===== src/rtl/e203_icb_stim_slave.sv =====
// Purpose: protocol-correct ICB slave responder for a fetch channel, with data patterns and error injection.
// Latency: a command accepted at edge t responds no earlier than cycle t+1+LAT; responses return strictly in order.
// Backpressure: cmd_ready drops when DEPTH entries are queued (or on LFSR stall in mode 2); a presented response holds until rsp_ready.
module e203_icb_stim_slave #(
  parameter int          DW    = 32,
  parameter int          AW    = 32,
  parameter int          DEPTH = 4,
  parameter int          LAT   = 2,
  parameter logic [31:0] SEED  = 32'hACE1
) (
  input  logic                       clk,
  input  logic                       rst,
  input  logic [1:0]                 mode,
  input  logic                       err_en,
  input  logic [AW-1:0]              err_mask,
  input  logic [AW-1:0]              err_match,
  input  logic                       icb_cmd_valid,
  output logic                       icb_cmd_ready,
  input  logic [AW-1:0]              icb_cmd_addr,
  input  logic                       icb_cmd_read,
  output logic                       icb_rsp_valid,
  input  logic                       icb_rsp_ready,
  output logic                       icb_rsp_err,
  output logic [DW-1:0]              icb_rsp_rdata,
  output logic [$clog2(DEPTH+1)-1:0] outstanding
);

  localparam int          PW        = $clog2(DEPTH);
  localparam int          OW        = $clog2(DEPTH+1);
  localparam logic [31:0] LFSR_INIT = (SEED == 32'd0) ? 32'd1 : SEED;
  localparam logic [31:0] TAPS      = 32'h8020_0003;
  localparam logic [3:0]  LAT_CNT   = 4'(LAT);

  // Queue storage: response data, error flag and remaining latency per slot.
  logic [DW-1:0]    data_q [DEPTH];
  logic [3:0]       cnt_q  [DEPTH];
  logic [DEPTH-1:0] err_q;

  logic [PW-1:0] wr_ptr_q, rd_ptr_q;
  logic [OW-1:0] count_q;
  logic          hold_q, hold_d;
  logic [31:0]   lfsr_q, lfsr_d;

  logic          full, empty, head_rdy, push, pop, push_err;
  logic [31:0]   addr32;
  logic [DW-1:0] addr_pat, push_data;

  // Galois LFSR step, free-running regardless of traffic.
  always_comb begin
    lfsr_d = lfsr_q[0] ? ((lfsr_q >> 1) ^ TAPS) : (lfsr_q >> 1);
  end

  assign full     = (count_q == OW'(DEPTH));
  assign empty    = (count_q == '0);
  assign head_rdy = !empty && (cnt_q[rd_ptr_q] == 4'd0);

  // Ready depends only on registered state and mode, never on cmd_valid; full blocks even if a pop is in flight.
  assign icb_cmd_ready = !rst && !full && ((mode != 2'd2) || lfsr_q[0]);
  assign push          = icb_cmd_valid && icb_cmd_ready;

  // Once presented, hold_q overrides the random gate so valid and payload stay put until taken.
  assign icb_rsp_valid = head_rdy && (hold_q || (mode != 2'd2) || lfsr_q[1]);
  assign icb_rsp_rdata = icb_rsp_valid ? data_q[rd_ptr_q] : '0;
  assign icb_rsp_err   = icb_rsp_valid && err_q[rd_ptr_q];
  assign pop           = icb_rsp_valid && icb_rsp_ready;
  assign hold_d        = icb_rsp_valid && !icb_rsp_ready;
  assign outstanding   = count_q;

  // Payload captured at accept time; writes always return zero data.
  always_comb begin
    addr32   = 32'(icb_cmd_addr);
    addr_pat = {(DW/32){~addr32}};
    addr_pat[31:0] = addr32;
    push_data = '0;
    if (icb_cmd_read) begin
      case (mode)
        2'd0:    push_data = '0;
        2'd1:    push_data = '1;
        2'd2:    push_data = {(DW/32){lfsr_q}};
        default: push_data = addr_pat;
      endcase
    end
    push_err = err_en && ((icb_cmd_addr & err_mask) == err_match);
  end

  // Pointers, occupancy, hold flag and LFSR.
  always_ff @(posedge clk or posedge rst) begin
    if (rst) begin
      lfsr_q   <= LFSR_INIT;
      wr_ptr_q <= '0;
      rd_ptr_q <= '0;
      count_q  <= '0;
      hold_q   <= 1'b0;
    end else begin
      lfsr_q <= lfsr_d;
      hold_q <= hold_d;
      if (push) wr_ptr_q <= wr_ptr_q + PW'(1);
      if (pop)  rd_ptr_q <= rd_ptr_q + PW'(1);
      if (push && !pop)      count_q <= count_q + OW'(1);
      else if (!push && pop) count_q <= count_q - OW'(1);
    end
  end

  // Slot write on accept; every other slot's latency counter saturates down to zero.
  always_ff @(posedge clk or posedge rst) begin
    if (rst) begin
      for (int i = 0; i < DEPTH; i++) begin
        data_q[i] <= '0;
        cnt_q[i]  <= '0;
      end
      err_q <= '0;
    end else begin
      for (int i = 0; i < DEPTH; i++) begin
        if (push && (wr_ptr_q == PW'(i))) begin
          data_q[i] <= push_data;
          err_q[i]  <= push_err;
          cnt_q[i]  <= LAT_CNT;
        end else if (cnt_q[i] != 4'd0) begin
          cnt_q[i] <= cnt_q[i] - 4'd1;
        end
      end
    end
  end

endmodule

===== config.mk =====
export PLATFORM = sky130hd
export DESIGN_NAME = e203_icb_stim_slave
export DESIGN_NICKNAME = d
export VERILOG_FILES = /design/src/rtl/e203_icb_stim_slave.sv
export SDC_FILE = /design/constraint.sdc
export NUM_CORES = 1
export LEC_CHECK = 0
export CAP_MARGIN = 20
export CORE_AREA = 2 2 168 170
export CTS_BUF_LIST = sky130_fd_sc_hd__clkbuf_4
export DETAILED_ROUTE_END_ITERATION = 16
export DIE_AREA = 0 0 170 172
export PLACE_DENSITY = 0.54
export SKIP_LAST_GASP = 1
export SLEW_MARGIN = 5
export SYNTH_ARGS = -nofsm -noshare
export SYNTH_HDL_FRONTEND = slang
export SYNTH_SLANG_ARGS = --single-unit

===== constraint.sdc =====
create_clock -name clk -period 8.3 [get_ports clk]
set_clock_uncertainty 0.2 [all_clocks]
set_input_delay 1.66 -clock clk [delete_from_list [all_inputs] [get_ports clk]]
set_output_delay 1.66 -clock clk [all_outputs]
set_load 0.005 [all_outputs]

==> key figures <==
Synth
  • Unique masters post-synth: 48
  • Area share of fa/ha/maj cells after synthesis: 1.40%
  • Biggest area consumer among synthesized cells: dfrtp_1
  • Post-synthesis xor/xnor area fraction: 2.40%
  • Async set-reset flop share out of synthesis: 100%
  • Synth Area in Compound Gates: 7.22%
  • Register bit total from synthesis: 188
  • Dominant synthesized flop cell: dfrtp_1
  • Cell with the most instances after synthesis: dfrtp_1
  • Largest family of logic cells by synthesized area: multiplexers
  • Most frequent cells after synthesis: 180 x dfrtp_1, 79 x mux2_2, 71 x nand2_1, 54 x mux2_4, 38 x o21ai_0
  • Cell Area, Synth: 9480 um^2
  • Post-synth EDFFs: 0
  • Post-Synth Simple-Gate Area: 9.38%
  • Seq/Total Area, Yosys: 49.7%
  • Mean Syn Cell Area: 13.0 um^2
  • Post-Syn Instances: 729
  • Syn Nets: 843
  • Largest cells by area after synthesis: dfrtp_1 48%, mux2_2 9.4%, mux2_4 8.6%
  • Mux contribution to synthesized area: 25.9%
  • Share of the synthesized area in the top cell type: 47.5%
  • Ys Warns: 0

Layout
  • Fillcell total: 2,633
  • Syn-to-layout area delta: 20.4%
  • Footprint of the multi-input gates: 4400 um^2
  • Final cell area excluding filler cells: 11,400 um^2
  • Seq. cell area: 4720 um^2
  • Fraction of layout cells with a size suffix above 1: 26.1%
  • Final net count: 974

Power
  • Leak: 4.96 nW
  • Worst IR Drop VDD: 114 uV
  • Pwr/cell area: 282 nW/um^2

Floorplan
  • Initial core utilization: 34.5%
  • Die X: 170 um
  • Die ar.: 29,200 um^2
  • Placement Rows: 61
  • Die H: 172 um
  • IO Pins: 142
  • Core Area: 27,500 um^2

STA
  • Slew margin rel.: 27.5%
  • Final setup viols: 0
  • Slew @ Worst Pin: 1.09 ns
  • Final worst-path cycle share: 68.9%
  • Setup tns final: 0 ns
  • Max Fclk: 0.175 GHz
  • RSZ-0062 raised after global routing: false
  • Max-slew violation count: 0
  • Fin crit period: 5.72 ns
  • Final Hold Fails: 0

Detailed routing
  • DRT Wirelength: 24,100 um
  • DRT antenna net count: 0
  • Via count: 6,139
  • Initial DRC Count: 345
  • # DRC: 0
  • Per-cell routed wire length: 19.7 um
  • Via/cell ratio: 5.04
  • Drt first pass iters: 4

Global route
  • Vias in the first global route: 6,307
  • First-pass GRT wire length: 37,300 um
  • GR Overflow Total: 0
  • Initial antenna violation count: 1
  • Largest net degree at the start of global routing: 72
  • GR Util All Layers: 17.1%

CTS
  • Clock-pin slew on the worst setup and hold paths: 0.16 ns
  • Later-pin clock latency in the skew report: 0.59 ns
  • Clk root buf: clkbuf_4
  • Total CTS buffers: 17
  • Post-CTS Hold Buffers: 0
  • Post-CTS Setup Bufs: 0
  • Cts repair resizes: 0
  • CTS tree: yes
  • Clock sinks: 188
  • H-tree depth: 4
  • Max clock buf depth: 2

Setup path
  • Worst reg-to-reg setup slack: 4.80 ns
  • Slowest cell delay on critical path: 0.56 ns
  • Critical Setup Path Class: input port to primary output
  • Family with the most delay on the worst path: buffers and inverters
  • Buffers & Inverters on Critical Path: 5
  • Crit path max fanout: 34
  • Arrival @ worst endpoint: 3.86 ns
  • Worst Path Required: 6.44 ns
  • Worst Setup Start Kind: input port
  • CP Capture Type: primary output
  • Critical Path, Cell by Cell: clkdlybuf4s50_1, inv_1, buf_4, o41ai_1, a211oi_4, buf_4, and2_1, clkdlybuf4s50_1
  • Slowest-stage cell, CP: o41ai_1

Outcome
  • Outcome: finished, final reports clean

Placement
  • Buffers added on ports: 141
  • HPWL after DPL: 16,200 um
  • Cell Area, Placed: 11,100 um^2
  • Routability cong.: 0.805

Worst hold path
  • HP Class: flip-flop to flip-flop

Flow run
  • # Max-Cap Violations: 0
cells by family after synthesis:
logic type | count (synthesis)
multiplexers | 167
XOR/XNOR | 26
AND/OR/NAND/NOR | 175
flip-flops | 188
buffers and inverters | 54
AO/OA/AOI/OAI | 109
adder cells (fa/ha/maj) | 10
layout by cell type (no fill, tap or decap), types with 15 or more instances in the layout:
master / netlist / routed
mux2_2: 79 / 79
clkdlybuf4s50_1: 0 / 141
nand2_1: 71 / 71
xnor2_1: 17 / 17
clkbuf_4: 0 / 17
a21boi_0: 35 / 35
nor2_1: 20 / 19
o21ai_0: 38 / 38
and2_1: 33 / 33
mux2_4: 54 / 54
mux4_2: 33 / 33
a21oi_1: 15 / 15
dfrtp_1: 180 / 179
where the power goes:
group / switching (mW) / internal (mW) / leakage [nW]
Combinational: 0.468 / 0.757 / 2.33
Clock: 0.345 / 0.190 / 0.161
Sequential: 0.226 / 1.23 / 2.46
routing by layer:
| metal | routed length (um) | part of all wire [%] | global-route usage (%) |
|---|---|---|---|
| met1 | 11700 | 48 | 24.2 |
| met2 | 11500 | 48 | 27.9 |
| met3 | 720 | 3.0 | 2.88 |
| met4 | 223 | 0.93 | 3.64 |
| met5 | 0 | 0 | 0 |
sequential cells by signal (all words and copies together) (netlist names):
register and flops:
data_q 128, hold_q 1, wr_ptr_q 2, outstanding 3, err_q 4, rd_ptr_q 2
lfsr_q 32, cnt_q 16
per-stage QoR:
step	power [mW]	utilization (%)	hold WS, ns	cells	setup WS, ns
finish	3.22	41.5	0.180	1219	2.58
floorplan	2.32	-	0.154	729	1.34
detailed placement	2.72	40.4	0.156	1186	2.57
global route	3.44	41.5	0.187	1219	2.47
CTS	3.26	41.5	0.180	1217	2.55
global placement	2.70	40.4	0.155	1186	2.58
worst paths after layout:
| path | startpoint | end | depth (start not counted) |
|---|---|---|---|
| max in group asynchronous | rst | data_q[64] | 3 |
| min reg2reg | lfsr_q[11] | lfsr_q[10] | 0 |
| max reg2reg | rd_ptr_q[1] | outstanding[2] | 12 |
| min in group asynchronous | rst | outstanding[0] | 2 |
| min | lfsr_q[11] | lfsr_q[10] | 0 |
| max | mode[1] | icb_rsp_rdata[6] | 8 |
cell type report:
class | count | share of cell area [%]
multi-input combinational | 487 | 38.5
timing repair buffer | 153 | 13.2
tap | 346 | 3.79
sequential | 188 | 41.3
inverter | 13 | 0.471
antenna | 1 | 0.0219
clock buffer | 17 | 1.12
clock inverter | 14 | 1.55
Note: power is estimated with default switching activity, not from simulation.
